[src/rtl/csr_trap_unit_pkg.sv]
// csr_trap_unit_pkg: CSR addresses, exception bits, mcause codes and FSM states
package csr_trap_unit_pkg;
  localparam logic [11:0] CSR_MSTATUS  = 12'h300;
  localparam logic [11:0] CSR_MIE      = 12'h304;
  localparam logic [11:0] CSR_MTVEC    = 12'h305;
  localparam logic [11:0] CSR_MSCRATCH = 12'h340;
  localparam logic [11:0] CSR_MEPC     = 12'h341;
  localparam logic [11:0] CSR_MCAUSE   = 12'h342;
  localparam logic [11:0] CSR_MTVAL    = 12'h343;
  localparam logic [11:0] CSR_MIP      = 12'h344;
  localparam logic [11:0] CSR_MCYCLE   = 12'hB00;
  localparam logic [11:0] CSR_MCYCLEH  = 12'hB80;
  localparam logic [11:0] CSR_MHARTID  = 12'hF14;
  localparam int EXC_ECALL   = 0;
  localparam int EXC_EBREAK  = 1;
  localparam int EXC_ILLEGAL = 2;
  localparam int EXC_MRET    = 3;
  localparam logic [31:0] CAUSE_ILLEGAL = 32'd2;
  localparam logic [31:0] CAUSE_EBREAK  = 32'd3;
  localparam logic [31:0] CAUSE_ECALL   = 32'd11;
  localparam logic [31:0] CAUSE_IRQ_EXT = 32'h8000_000B;
  localparam logic [31:0] CAUSE_IRQ_TMR = 32'h8000_0007;
  localparam logic [31:0] MIE_MASK      = 32'h0000_0888;
  typedef enum logic [1:0] {IDLE, TRAP_JUMP, MRET_JUMP} state_t;
endpackage

[src/rtl/csr_trap_unit_if.sv]
// csr_trap_unit_if: pipeline-side CSR access, exception and trap redirect signals
interface csr_trap_unit_if;
  logic [11:0] csr_raddr;
  logic [31:0] csr_rdata;
  logic        csr_we;
  logic [11:0] csr_waddr;
  logic [31:0] csr_wdata;
  logic [31:0] exception;
  logic        inst_valid;
  logic [31:0] inst_addr;
  logic        irq_timer;
  logic        irq_ext;
  logic        stallreq;
  logic        flush;
  logic        trap_jump_enable;
  logic [31:0] trap_jump_addr;
  modport master (
    output csr_raddr, csr_we, csr_waddr, csr_wdata, exception, inst_valid, inst_addr,
           irq_timer, irq_ext,
    input  csr_rdata, stallreq, flush, trap_jump_enable, trap_jump_addr
  );
  modport slave (
    input  csr_raddr, csr_we, csr_waddr, csr_wdata, exception, inst_valid, inst_addr,
           irq_timer, irq_ext,
    output csr_rdata, stallreq, flush, trap_jump_enable, trap_jump_addr
  );
endinterface

[src/rtl/csr_trap_unit_cycle_counter.sv]
// csr_trap_unit_cycle_counter: free-running 64-bit cycle counter with per-half load
module csr_trap_unit_cycle_counter (
  input  logic        clk,
  input  logic        rst,
  input  logic        we_lo,
  input  logic        we_hi,
  input  logic [31:0] wdata,
  output logic [63:0] count
);
  always_ff @(posedge clk) begin
    if (rst) count <= '0;
    else if (we_lo) count[31:0] <= wdata;
    else if (we_hi) count[63:32] <= wdata;
    else count <= count + 64'd1;
  end
endmodule

[src/rtl/csr_trap_unit.sv]
// csr_trap_unit: machine-mode CSR file with trap entry / MRET controller
module csr_trap_unit
  import csr_trap_unit_pkg::*;
#(
  parameter logic [31:0] MTVEC_RESET = 32'h0000_0000,
  parameter logic [31:0] MHARTID     = 32'h0000_0000
) (
  input logic clk,
  input logic rst,
  csr_trap_unit_if.slave bus
);
  state_t state, state_nxt;
  logic        mst_mie, mst_mpie;
  logic [31:0] mie_q, mtvec, mscratch, mepc, mcause, mtval, mip, mstatus, pend, cause;
  logic [63:0] mcycle;
  logic [3:0]  exc;
  logic        idle_valid, is_exc, irq, take_trap, take_mret, jump, unused_bits;
  assign exc         = bus.exception[3:0];
  assign unused_bits = ^bus.exception[31:4];
  assign mip         = {20'b0, bus.irq_ext, 3'b0, bus.irq_timer, 7'b0};
  assign mstatus     = {19'b0, 2'b11, 3'b0, mst_mpie, 3'b0, mst_mie, 3'b0};
  assign pend        = mie_q & mip;
  always_comb begin
    case (bus.csr_raddr)
      CSR_MSTATUS:  bus.csr_rdata = mstatus;
      CSR_MIE:      bus.csr_rdata = mie_q;
      CSR_MTVEC:    bus.csr_rdata = mtvec;
      CSR_MSCRATCH: bus.csr_rdata = mscratch;
      CSR_MEPC:     bus.csr_rdata = mepc;
      CSR_MCAUSE:   bus.csr_rdata = mcause;
      CSR_MTVAL:    bus.csr_rdata = mtval;
      CSR_MIP:      bus.csr_rdata = mip;
      CSR_MCYCLE:   bus.csr_rdata = mcycle[31:0];
      CSR_MCYCLEH:  bus.csr_rdata = mcycle[63:32];
      CSR_MHARTID:  bus.csr_rdata = MHARTID;
      default:      bus.csr_rdata = '0;
    endcase
  end
  // Decisions are only made from IDLE; the jump states ignore exceptions and IRQs.
  assign idle_valid = state == IDLE && bus.inst_valid && !rst;
  assign is_exc     = exc[EXC_ILLEGAL] | exc[EXC_EBREAK] | exc[EXC_ECALL];
  assign irq        = mst_mie && pend != '0;
  assign take_trap  = idle_valid && (is_exc || (!exc[EXC_MRET] && irq));
  assign take_mret  = idle_valid && !is_exc && exc[EXC_MRET];
  assign cause      = exc[EXC_ILLEGAL] ? CAUSE_ILLEGAL :
                      exc[EXC_EBREAK]  ? CAUSE_EBREAK  :
                      exc[EXC_ECALL]   ? CAUSE_ECALL   :
                      pend[11]         ? CAUSE_IRQ_EXT : CAUSE_IRQ_TMR;
  always_comb begin
    state_nxt            = take_trap ? TRAP_JUMP : take_mret ? MRET_JUMP : IDLE;
    jump                 = !rst && state != IDLE;
    bus.stallreq         = take_trap | take_mret;
    bus.flush            = jump;
    bus.trap_jump_enable = jump;
    bus.trap_jump_addr   = !jump ? '0 : state == TRAP_JUMP ? mtvec : mepc;
  end
  always_ff @(posedge clk) state <= rst ? IDLE : state_nxt;
  // Trap and MRET updates are placed last so they override a same-cycle CSR write.
  always_ff @(posedge clk) begin
    if (rst) begin
      mst_mie  <= 1'b0;
      mst_mpie <= 1'b0;
      mie_q    <= '0;
      mtvec    <= {MTVEC_RESET[31:2], 2'b00};
      mscratch <= '0;
      mepc     <= '0;
      mcause   <= '0;
      mtval    <= '0;
    end else begin
      if (bus.csr_we) begin
        case (bus.csr_waddr)
          CSR_MSTATUS: begin
            mst_mie  <= bus.csr_wdata[3];
            mst_mpie <= bus.csr_wdata[7];
          end
          CSR_MIE:      mie_q    <= bus.csr_wdata & MIE_MASK;
          CSR_MTVEC:    mtvec    <= {bus.csr_wdata[31:2], 2'b00};
          CSR_MSCRATCH: mscratch <= bus.csr_wdata;
          CSR_MEPC:     mepc     <= {bus.csr_wdata[31:2], 2'b00};
          CSR_MCAUSE:   mcause   <= bus.csr_wdata;
          CSR_MTVAL:    mtval    <= bus.csr_wdata;
          default: ;
        endcase
      end
      if (take_trap) begin
        mepc     <= {bus.inst_addr[31:2], 2'b00};
        mcause   <= cause;
        mtval    <= '0;
        mst_mpie <= mst_mie;
        mst_mie  <= 1'b0;
      end
      if (take_mret) begin
        mst_mie  <= mst_mpie;
        mst_mpie <= 1'b1;
      end
    end
  end
  csr_trap_unit_cycle_counter u_cycle (
    .clk   (clk),
    .rst   (rst),
    .we_lo (bus.csr_we && bus.csr_waddr == CSR_MCYCLE),
    .we_hi (bus.csr_we && bus.csr_waddr == CSR_MCYCLEH),
    .wdata (bus.csr_wdata),
    .count (mcycle)
  );
endmodule

[src/flat_wrapper.sv]
// flat-port wrapper written by rule: the top's interface ports become plain ports
module csr_trap_unit_flat import csr_trap_unit_pkg::*;
#(
  parameter logic [31:0] MTVEC_RESET = 32'h0000_0000,
  parameter logic [31:0] MHARTID     = 32'h0000_0000
)
  (clk, rst, bus_csr_raddr, bus_csr_we, bus_csr_waddr, bus_csr_wdata, bus_exception, bus_inst_valid, bus_inst_addr, bus_irq_timer, bus_irq_ext, bus_csr_rdata, bus_stallreq, bus_flush, bus_trap_jump_enable, bus_trap_jump_addr);
  csr_trap_unit_if bus_i ();
  input logic clk;
  input logic rst;
  input wire logic [$bits(bus_i.csr_raddr)-1:0] bus_csr_raddr;
  input wire logic [$bits(bus_i.csr_we)-1:0] bus_csr_we;
  input wire logic [$bits(bus_i.csr_waddr)-1:0] bus_csr_waddr;
  input wire logic [$bits(bus_i.csr_wdata)-1:0] bus_csr_wdata;
  input wire logic [$bits(bus_i.exception)-1:0] bus_exception;
  input wire logic [$bits(bus_i.inst_valid)-1:0] bus_inst_valid;
  input wire logic [$bits(bus_i.inst_addr)-1:0] bus_inst_addr;
  input wire logic [$bits(bus_i.irq_timer)-1:0] bus_irq_timer;
  input wire logic [$bits(bus_i.irq_ext)-1:0] bus_irq_ext;
  output wire logic [$bits(bus_i.csr_rdata)-1:0] bus_csr_rdata;
  output wire logic [$bits(bus_i.stallreq)-1:0] bus_stallreq;
  output wire logic [$bits(bus_i.flush)-1:0] bus_flush;
  output wire logic [$bits(bus_i.trap_jump_enable)-1:0] bus_trap_jump_enable;
  output wire logic [$bits(bus_i.trap_jump_addr)-1:0] bus_trap_jump_addr;
  assign bus_i.csr_raddr = bus_csr_raddr;
  assign bus_i.csr_we = bus_csr_we;
  assign bus_i.csr_waddr = bus_csr_waddr;
  assign bus_i.csr_wdata = bus_csr_wdata;
  assign bus_i.exception = bus_exception;
  assign bus_i.inst_valid = bus_inst_valid;
  assign bus_i.inst_addr = bus_inst_addr;
  assign bus_i.irq_timer = bus_irq_timer;
  assign bus_i.irq_ext = bus_irq_ext;
  assign bus_csr_rdata = bus_i.csr_rdata;
  assign bus_stallreq = bus_i.stallreq;
  assign bus_flush = bus_i.flush;
  assign bus_trap_jump_enable = bus_i.trap_jump_enable;
  assign bus_trap_jump_addr = bus_i.trap_jump_addr;
  csr_trap_unit #(.MTVEC_RESET(MTVEC_RESET), .MHARTID(MHARTID)) u_core (.clk(clk), .rst(rst), .bus(bus_i));
endmodule
[config.mk]
export PLATFORM = sky130hd
export DESIGN_NAME = csr_trap_unit_flat
export DESIGN_NICKNAME = d
export VERILOG_FILES = /design/src/rtl/csr_trap_unit_pkg.sv /design/src/rtl/csr_trap_unit_if.sv /design/src/rtl/csr_trap_unit_cycle_counter.sv /design/src/rtl/csr_trap_unit.sv /design/src/flat_wrapper.sv
export SDC_FILE = /design/constraint.sdc
export NUM_CORES = 1
export LEC_CHECK = 0
export CAP_MARGIN = 20
export CORE_ASPECT_RATIO = 0.6
export CORE_UTILIZATION = 54
export DETAILED_ROUTE_END_ITERATION = 10
export PLACE_DENSITY = 0.77
export SYNTH_ARGS = -nofsm -noshare
export SYNTH_HDL_FRONTEND = slang
export SYNTH_SLANG_ARGS = --single-unit
[constraint.sdc]
create_clock -name clk -period 3.65 [get_ports clk]
set_input_delay 0.365 -clock clk [delete_from_list [all_inputs] [get_ports clk]]
set_output_delay 0.365 -clock clk [all_outputs]
set_load 0.02 [all_outputs]
# After elaboration in Yosys (flattened, before gate mapping)
# Cells that the tools add are included.
dict set report classes {
  n_eq_ne 21
  addsub 1
  bitwise 4
  mux 26
  reduce_logical 30
}
# operator count
set op_table {}
lappend op_table {{$mux 32} 14}
lappend op_table {{$pmux 32 s10} 1}
lappend op_table {{$eq 12x10->1 const B} 15}
lappend op_table {{$add 64x1->64 const B} 1}
lappend op_table {{$eq 12x12->1 const B} 4}
lappend op_table {{$reduce_bool 32->1} 1}
lappend op_table {{$reduce_and 2->1} 7}
lappend op_table {{$and 12x12->12} 1}
lappend op_table {{$logic_and 1x1->1} 10}
lappend op_table {{$mux 1} 9}
lappend op_table {{$reduce_bool 2->1} 4}
lappend op_table {{$reduce_bool 3->1} 2}
lappend op_table {{$mux 4} 1}
lappend op_table {{$logic_not 1->1} 3}
lappend op_table {{$or 1x1->1} 3}
lappend op_table {{$eq 2x1->1 const B} 1}
lappend op_table {{$logic_not 2->1} 1}
lappend op_table {{$mux 2} 1}
lappend op_table {{$ne 2x2->1 const B} 1}
lappend op_table {{$reduce_or 2->1} 1}
lappend op_table {{$logic_or 1x1->1} 1}
dict set report word_totals {
  out_inout_bits 67
  regBits 227
  inputBits 126
}

# Depth between registers and ports, before layout
# Gate-level depths: netlist of the first run.
dict set report logic_depth {
  ltp_word 8
  mapped_depth 10
  ltp_nobuf 7
}

# By module
# From an unflattened synthesis of the first run, not the netlist that was laid out.
dict set report unflattened {
  cells_unflattened 1702
  hier_area_um2 12707.2
}
# module cells_each area_each_um2 n_inst
set modules_own_cells {}
lappend modules_own_cells {csr_trap_unit 1152 8598.2 1}
lappend modules_own_cells {csr_trap_unit_cycle_counter 550 4108.9 1}

# Worst setup path before layout of the first run
# Ideal clock, no wire load.
dict set report synth_timing {
  kind {input-to-output}
  from {in bus_csr_raddr[10]}
  to {out bus_csr_rdata[3]}
  path_buffers 2
  cell_stages 8
  arrival_time_ns 2.547
  required_time_ns 3.285
  path_slack_ns 0.738
  path_cell_list {and4bb_1 -> or4b_4 -> or4b_1 -> buf_2 -> nor3b_4 -> buf_6 -> a22oi_1 -> nand3_1}
}
dict set report synth_between {
  elab_chain_len 2
}
# element line_no
set synth_rtl {}
lappend synth_rtl {{from (decl)} flat_wrapper.sv:11} ;# input wire logic [$bits(bus_i.csr_raddr)-1:0] bus_csr_raddr;
lappend synth_rtl {{$eq 12x12->1 / $eq 12x10->1 (equally long branches)} csr_trap_unit.sv:24} ;# case (bus.csr_raddr)
lappend synth_rtl {{$pmux 32 s10 *} csr_trap_unit.sv:24}
lappend synth_rtl {{to (decl)} flat_wrapper.sv:20} ;# output wire logic [$bits(bus_i.csr_rdata)-1:0] bus_csr_rdata;
# Mark *: on every way between the ends. The rest lies on a longest branch, timed or not.

# Worst setup path in the final report of the first run
dict set report layout_timing {
  from {in bus_csr_raddr[9]}
  to {out bus_csr_rdata[14]}
}
# The elaborated chain is that of the path after synthesis.

==> results.md, run 1 <==
- Clock Skew: 13.7 ps
- Inst Count DP: 1940
- Status: complete, but fails checks
- Data arrival time of the worst path: 3250 ps
- Maxcap violations: 0
- Starting density of the core: 0.556
- Crit. Startpoint: bus_csr_raddr[9]
- Failing checks: DRC
- Most frequent cell after synthesis: nand2_1
- Sequential group share of total power: 0.478
- DIE WIDTH: 193 µm
- Fin util: 0.686
- Vias in the first global route: 11400
- Number of hold buffers added after CTS: 0
- Critical path startpoint category: input port
- Worst slew pin tran: 893 ps
- Crit Path Max Fanout: 15
- Routed vias/inst: 6.69
- First-pass GRT wire length: 71100 µm
- Total track usage: 0.423
- Root buf cell: clkbuf_16
- CTS tree: built
- Final Net Count: 1814
- Commonest register cell after synthesis: dfxtp_1
- Largest net degree at the start of global routing: 69
- Routability cong.: 1.04
- PwrDens: 368 nW/µm²
- Synth Register Bits: 227
- Ratio of cells with drive above 1 in the final layout: 0.0829
- Dpl ws: -259 ps
- FP Rows: 41
- Clock Power Share: 0.443
- Detailed Routing Iterations Pass 1: 11
- Ys async rst share: 0
- Crit. End Element: output pin
- Pleak: 4.82 nW
- VDD IR max: 399 µV
- Hold Crit Class: input port to register
- Max Fclk: 277 MHz
- Wirelength per Cell: 24.5 µm
- Relative slew slack: 0.396
- Number of flops mapped to enable cells by yosys: 0
- Routed wire length: 48600 µm
- CP Cell Sequence: clkdlybuf4s50_1, and4bb_1, or4b_4, or4b_1, buf_4, nor3b_4, buf_4, clkbuf_16, a22oi_1, nand3_1, clkbuf_2
- Final cell count without fillers: 1980
- Final ANT Viol Nets: 0
- Area contributors post-synth: dfxtp_1 39%, nand2_1 12%, a21oi_1 8.5%
- CTS Buf Count: 22
- Delay-heaviest family, CP: simple AND/OR/NAND/NOR gates
- CTS H-tree depth: 1
- WP data required: 3280 ps
- Post-synth top cells: 374 x nand2_1, 227 x dfxtp_1, 201 x a21oi_1, 111 x clkbuf_1, 103 x nor2_1
- DP HPWL: 33200 µm
- I/O Buffers: 160
- Syn Inst Count: 1570
- Final Hold Viols: 0
- Pins Over Slew Limit: 0
- Clock transition at path regs: 60 ps
- Switch share: 0.245
- Synth Warn #: 0
- Io pins: 193
- Clk_lat worst skew: 530 ps
- Congestion Overflow GR: 0
- NetSw: 0.00131 W
- Power Total: 0.00534 W
- Die Ht: 116 µm
- Final min period: 3610 ps
- Share of the yosys chip area belonging to registers: 0.386
- Combinational Power Share: 0.078
- WS Path Type: input port to output pin
- Worst Slack Setup Final: 35.6 ps
- Bufs on Longest Clock Path: 3
- Cell taking the most area after synthesis: dfxtp_1
- DIE AREA: 22400 µm²
- Area Growth Syn to Fin: 23.3%
- Int Power: 0.00404 W
- Initial drt markers: 2553
- Clk sinks: 227
- Initial antenna violation count: 2
- Syn avg cell area: 7.50 µm²
- Hold_sp: rst
- DRC: 9
- CP max stage delay: 480 ps
- Setup Viol. Count Final: 0
- Synth unique cells: 63
- Core area: 21200 µm²
- Yosys top cell area share: 0.386
- Number of buffers and inverters on the critical path: 5
- Via count: 13200
- Reg2Reg Launch Point: u_core.u_cycle.count[0]
- Final period utilization: 0.990
- Netlist Area Pre-Place: 11800 µm²
- Most Frequent Cell on Critical Path: buf_4
- Setup TNS Final: 0 ps
- Slowest-stage cell, CP: clkdlybuf4s50_1
state kept, by name, indices dropped and copies added, names as in the netlist, 2 cells and up:
name                  count
u_core.mepc              30
u_core.mtvec             30
u_core.state              2
u_core.mtval             32
u_core.mie_q              3
u_core.mscratch          32
u_core.mcause            32
u_core.u_cycle.count     64
per-stage QoR:
step                      hold slack (ps)  area (µm²)
after CTS                             173       14500
final                                 195       14500
after floorplan                       431       11800
after global placement                438       13900
after global routing                  182       14500
after detailed placement              443       13900
worst paths after layout:
| kind | to | cells after the start | slack, ps |
|---|---|---|---|
| setup / recovery | bus_csr_rdata[14] | 11 | 40 |
| hold / removal | u_core.mtvec[24] | 2 | 190 |
| setup reg to reg | u_core.u_cycle.count[32] | 7 | 660 |
| hold reg to reg | u_core.mcause[24] | 2 | 450 |
logic make-up (layout without fill, tap and decap cells):
kind of cell             Yosys count  count (layout)  share of synthesized area
AND/OR/NAND/NOR                  668             668                      0.256
AO/OA/AOI/OAI                    452             452                      0.242
flip-flops                       227             227                      0.386
buffers and inverters            144             273                     0.0499
multiplexers                      58              58                     0.0510
XOR/XNOR                          19              19                     0.0141
adder cells (fa/ha/maj)            1               1                    0.00106
other                              1               3                   0.000318
power groups by stage:
| stage | combinational (W) | sequential [W] | clock, W |
|---|---|---|---|
| CTS | 0.000402 | 0.00255 | 0.00236 |
| global route | 0.000435 | 0.00255 | 0.00246 |
| global placement | 0.000395 | 0.00261 | 0 |
| detailed placement | 0.000399 | 0.00261 | 0 |
| finish | 0.000417 | 0.00256 | 0.00237 |
| floorplan | 0.000174 | 0.00258 | 0 |
placed cells by master (no fill, tap or decap), drive strengths merged, types with 4 or more instances in the layout:
cell and n:
a311oi 4, nand4 28, nor3b 6, a31oi 24
dfxtp 227, nor4 9, clkdlybuf4s50 127, a221oi 8
clkinv 4, and4 13, o21ai 51, nand3 48
xor2 13, inv 6, nor2b 6, clkbuf 52
o211ai 4, a222oi 30, and2 13, nor3 20
mux2 16, xnor2 6, and3 15, nand2 374
a21oi 201, a211oi 44, mux2i 42, a2bb2oi 5
buf 68, clkdlybuf4s15 6, dlygate4sd2 9, nor2 103
a22oi 60, a32oi 5, or3 11
cell type report:
type                       instances  area [µm²]
antenna                            1        2.50
multi-input combinational       1200        6700
clock buffer                      34         687
inverter                           8        30.0
clock inverter                     3        43.8
timing repair buffer             228        2170
tap                              279         349
sequential                       227        4540
fill                            1789        6660
repair_timing:
item                                    in CTS  in global routing
setup buffers                                0                  1
gates resized for setup                     33                 40
pin swaps                                    0                  1
endpoints found under the setup margin      32                 24
gates cloned                                 0                  1
routing by layer:
layer  global-route usage  vias up  part of all wire
met5               0.0342        -            0.0021
met4               0.0829        2             0.017
met3                0.203       86              0.19
met2                0.532     1044              0.37
met1                0.628     6207              0.42
li1                     -     5904                 -
Power figures use the tool's default switching activity.
==> inputs of run 2 (changes only) <==
--- a/config.mk
+++ b/config.mk
@@ -7,9 +7,11 @@
 export LEC_CHECK = 0
 export CAP_MARGIN = 20
 export CORE_ASPECT_RATIO = 0.6
+export CORE_MARGIN = 3
 export CORE_UTILIZATION = 54
 export DETAILED_ROUTE_END_ITERATION = 10
 export PLACE_DENSITY = 0.77
+export REMOVE_ABC_BUFFERS = 1
 export SYNTH_ARGS = -nofsm -noshare
 export SYNTH_HDL_FRONTEND = slang
 export SYNTH_SLANG_ARGS = --single-unit
==> constraint.sdc (replaced) <==
create_clock -name clk -period 4.02 [get_ports clk]
set_input_delay 0.402 -clock clk [delete_from_list [all_inputs] [get_ports clk]]
set_output_delay 0.402 -clock clk [all_outputs]
set_load 0.02 [all_outputs]
==> run 2 against run 1 <==
The flow now finishes without violations. Die area increased by 5.6%. Worst setup slack gained 100 ps. Sequential power decreased by 9.8%. Cell area shrank 1.5%. Routed wire length fell by 11%. Via count decreased by 3.9%. Combinational power down 15%. Power shrank 12%. Register-to-register slack improved by 390 ps. Flip-flop and latch count is the same. Non-clock buffer count down 24.
==> results.md, run 2 (synthesis gave the netlist of run 1 again) <==
- Status: finished, final reports clean
- Largest net degree at the start of global routing: 158
- Inst Count DP: 1918
- Largest Register: u_core.u_cycle.count
- Congestion Overflow GR: 0
- VDD IR max: 356 µV
- # fillers: 1819
- I/O Buffers: 160
- Number of flip-flops under the largest register name: 64
- DIE WIDTH: 197 µm
- Initial antenna violation count: 0
- # resized after CTS: 0
- Final ANT Viol Nets: 0
- Commonest cells after routing, fill and taps aside: 372 x nand2_1, 227 x dfxtp_1, 201 x a21oi_1, 157 x clkdlybuf4s50_1, 100 x nor2_1
- Routed vias/inst: 6.51
- Hold Crit Class: input port to register
- Maxcap violations: 0
- Ratio of cells with drive above 1 in the final layout: 0.0585
- Area Growth Syn to Fin: 21.5%
- CTS tree: built
- DP HPWL: 27500 µm
- Final Net Count: 1790
- Routability cong.: 0.958
- WP data required: 3620 ps
- FP Rows: 41
- Unrepaired setup endpoints after global routing: no
- Final min period: 3880 ps
- Max Fclk: 257 MHz
- Io pins: 193
- R2r worst-path depth: 7
- Critical path startpoint category: input port
- Worst slew pin tran: 1020 ps
- Number of hold buffers added after CTS: 0
- Postcts setup bufs: 0
- PwrDens: 327 nW/µm²
- Final period utilization: 0.966
- Wirelength per Cell: 22.0 µm
- DIE AREA: 23700 µm²
- Final cell count without fillers: 1954
- Setup Viol. Count Final: 0
- Core area: 21200 µm²
- Hold Path Stages: 4
- Most common cell after layout, fill and taps aside: nand2_1
- Power Total: 0.00468 W
- Sequential group share of total power: 0.493
- Total track usage: 0.354
- Clock Power Share: 0.431
- Initial drt markers: 1798
- Root buf cell: clkbuf_16
- Bufs on Longest Clock Path: 3
- Detailed Routing Iterations Pass 1: 6
- CTS Buf Count: 22
- Final Hold Viols: 0
- Antenna Cells: 0
- WS Path Type: input port to output pin
- NetSw: 0.00111 W
- Switch share: 0.236
- CTS H-tree depth: 1
- Combinational Power Share: 0.076
- Pins Over Slew Limit: 0
- Via count: 12700
- Clk_lat worst skew: 510 ps
- First-pass GRT wire length: 66800 µm
- Starting density of the core: 0.556
- Routed wire length: 43000 µm
- Pleak: 4.60 nW
- Clk sinks: 227
- Clock transition at path regs: 70 ps
- Crit Path Max Fanout: 28
- Int Power: 0.00358 W
- Clock Skew: 14.8 ps
- Crit. End Element: output pin
- Vias in the first global route: 11600
- Die Ht: 120 µm
- Data arrival time of the worst path: 3480 ps
- Relative slew slack: 0.310
- DRC: 0
-- run 2: final timing paths --
path / start / endpoint / slack (ps)
setup / recovery: bus_csr_raddr[10] / bus_csr_rdata[10] / 140
setup reg to reg: u_core.u_cycle.count[0] / u_core.u_cycle.count[32] / 1050
hold / removal: rst / u_core.state[1] / 390
hold reg to reg: u_core.mcause[29] / u_core.mcause[29] / 450
-- run 2: metal layers --
metal	global-route usage	share of wire
met5	0.00871	0
met4	0.0823	0.019
met3	0.106	0.15
met2	0.492	0.40
met1	0.533	0.43
-- run 2: critical path, cell delays in order --
cell,delay (ps)
clkdlybuf4s50_1,390
and4bb_1,270
or4b_4,460
or4b_4,570
nor3b_4,250
buf_12,250
a22oi_1,130
nand3_1,130
clkdlybuf4s50_1,620
-- run 2: power by group through the flow --
stage                     logic [W]  registers (W)  clock network, W
after floorplan            0.000113        0.00235                 0
after global placement     0.000338        0.00236                 0
after detailed placement   0.000343        0.00236                 0
after CTS                  0.000346        0.00231           0.00203
after global routing       0.000377        0.00231           0.00210
final                      0.000354        0.00231           0.00202
-- run 2: metrics by stage --
step                      worst slack [ps]  hold slack [ps]  setup TNS [ps]   util  area [µm²]
after floorplan                       -190              430           -5520      -       11200
after global placement                86.3              437               0  0.644       13600
after detailed placement              48.6              443               0  0.644       13600
after CTS                             43.0              375               0  0.675       14300
after global routing                  46.8              429               0  0.676       14300
final                                  136              393               0  0.676       14300
-- run 2: area by class of cell --
type / instances / area [µm²] / share of cell area
Clock buffer: 34 / 637 / 0.0445
Clock inverter: 2 / 35.0 / 0.00245
Inverter: 8 / 30.0 / 0.00210
Multi-Input combinational cell: 1200 / 6710 / 0.468
Sequential cell: 227 / 4540 / 0.318
Tap cell: 279 / 349 / 0.0244
Timing Repair Buffer: 204 / 2010 / 0.141
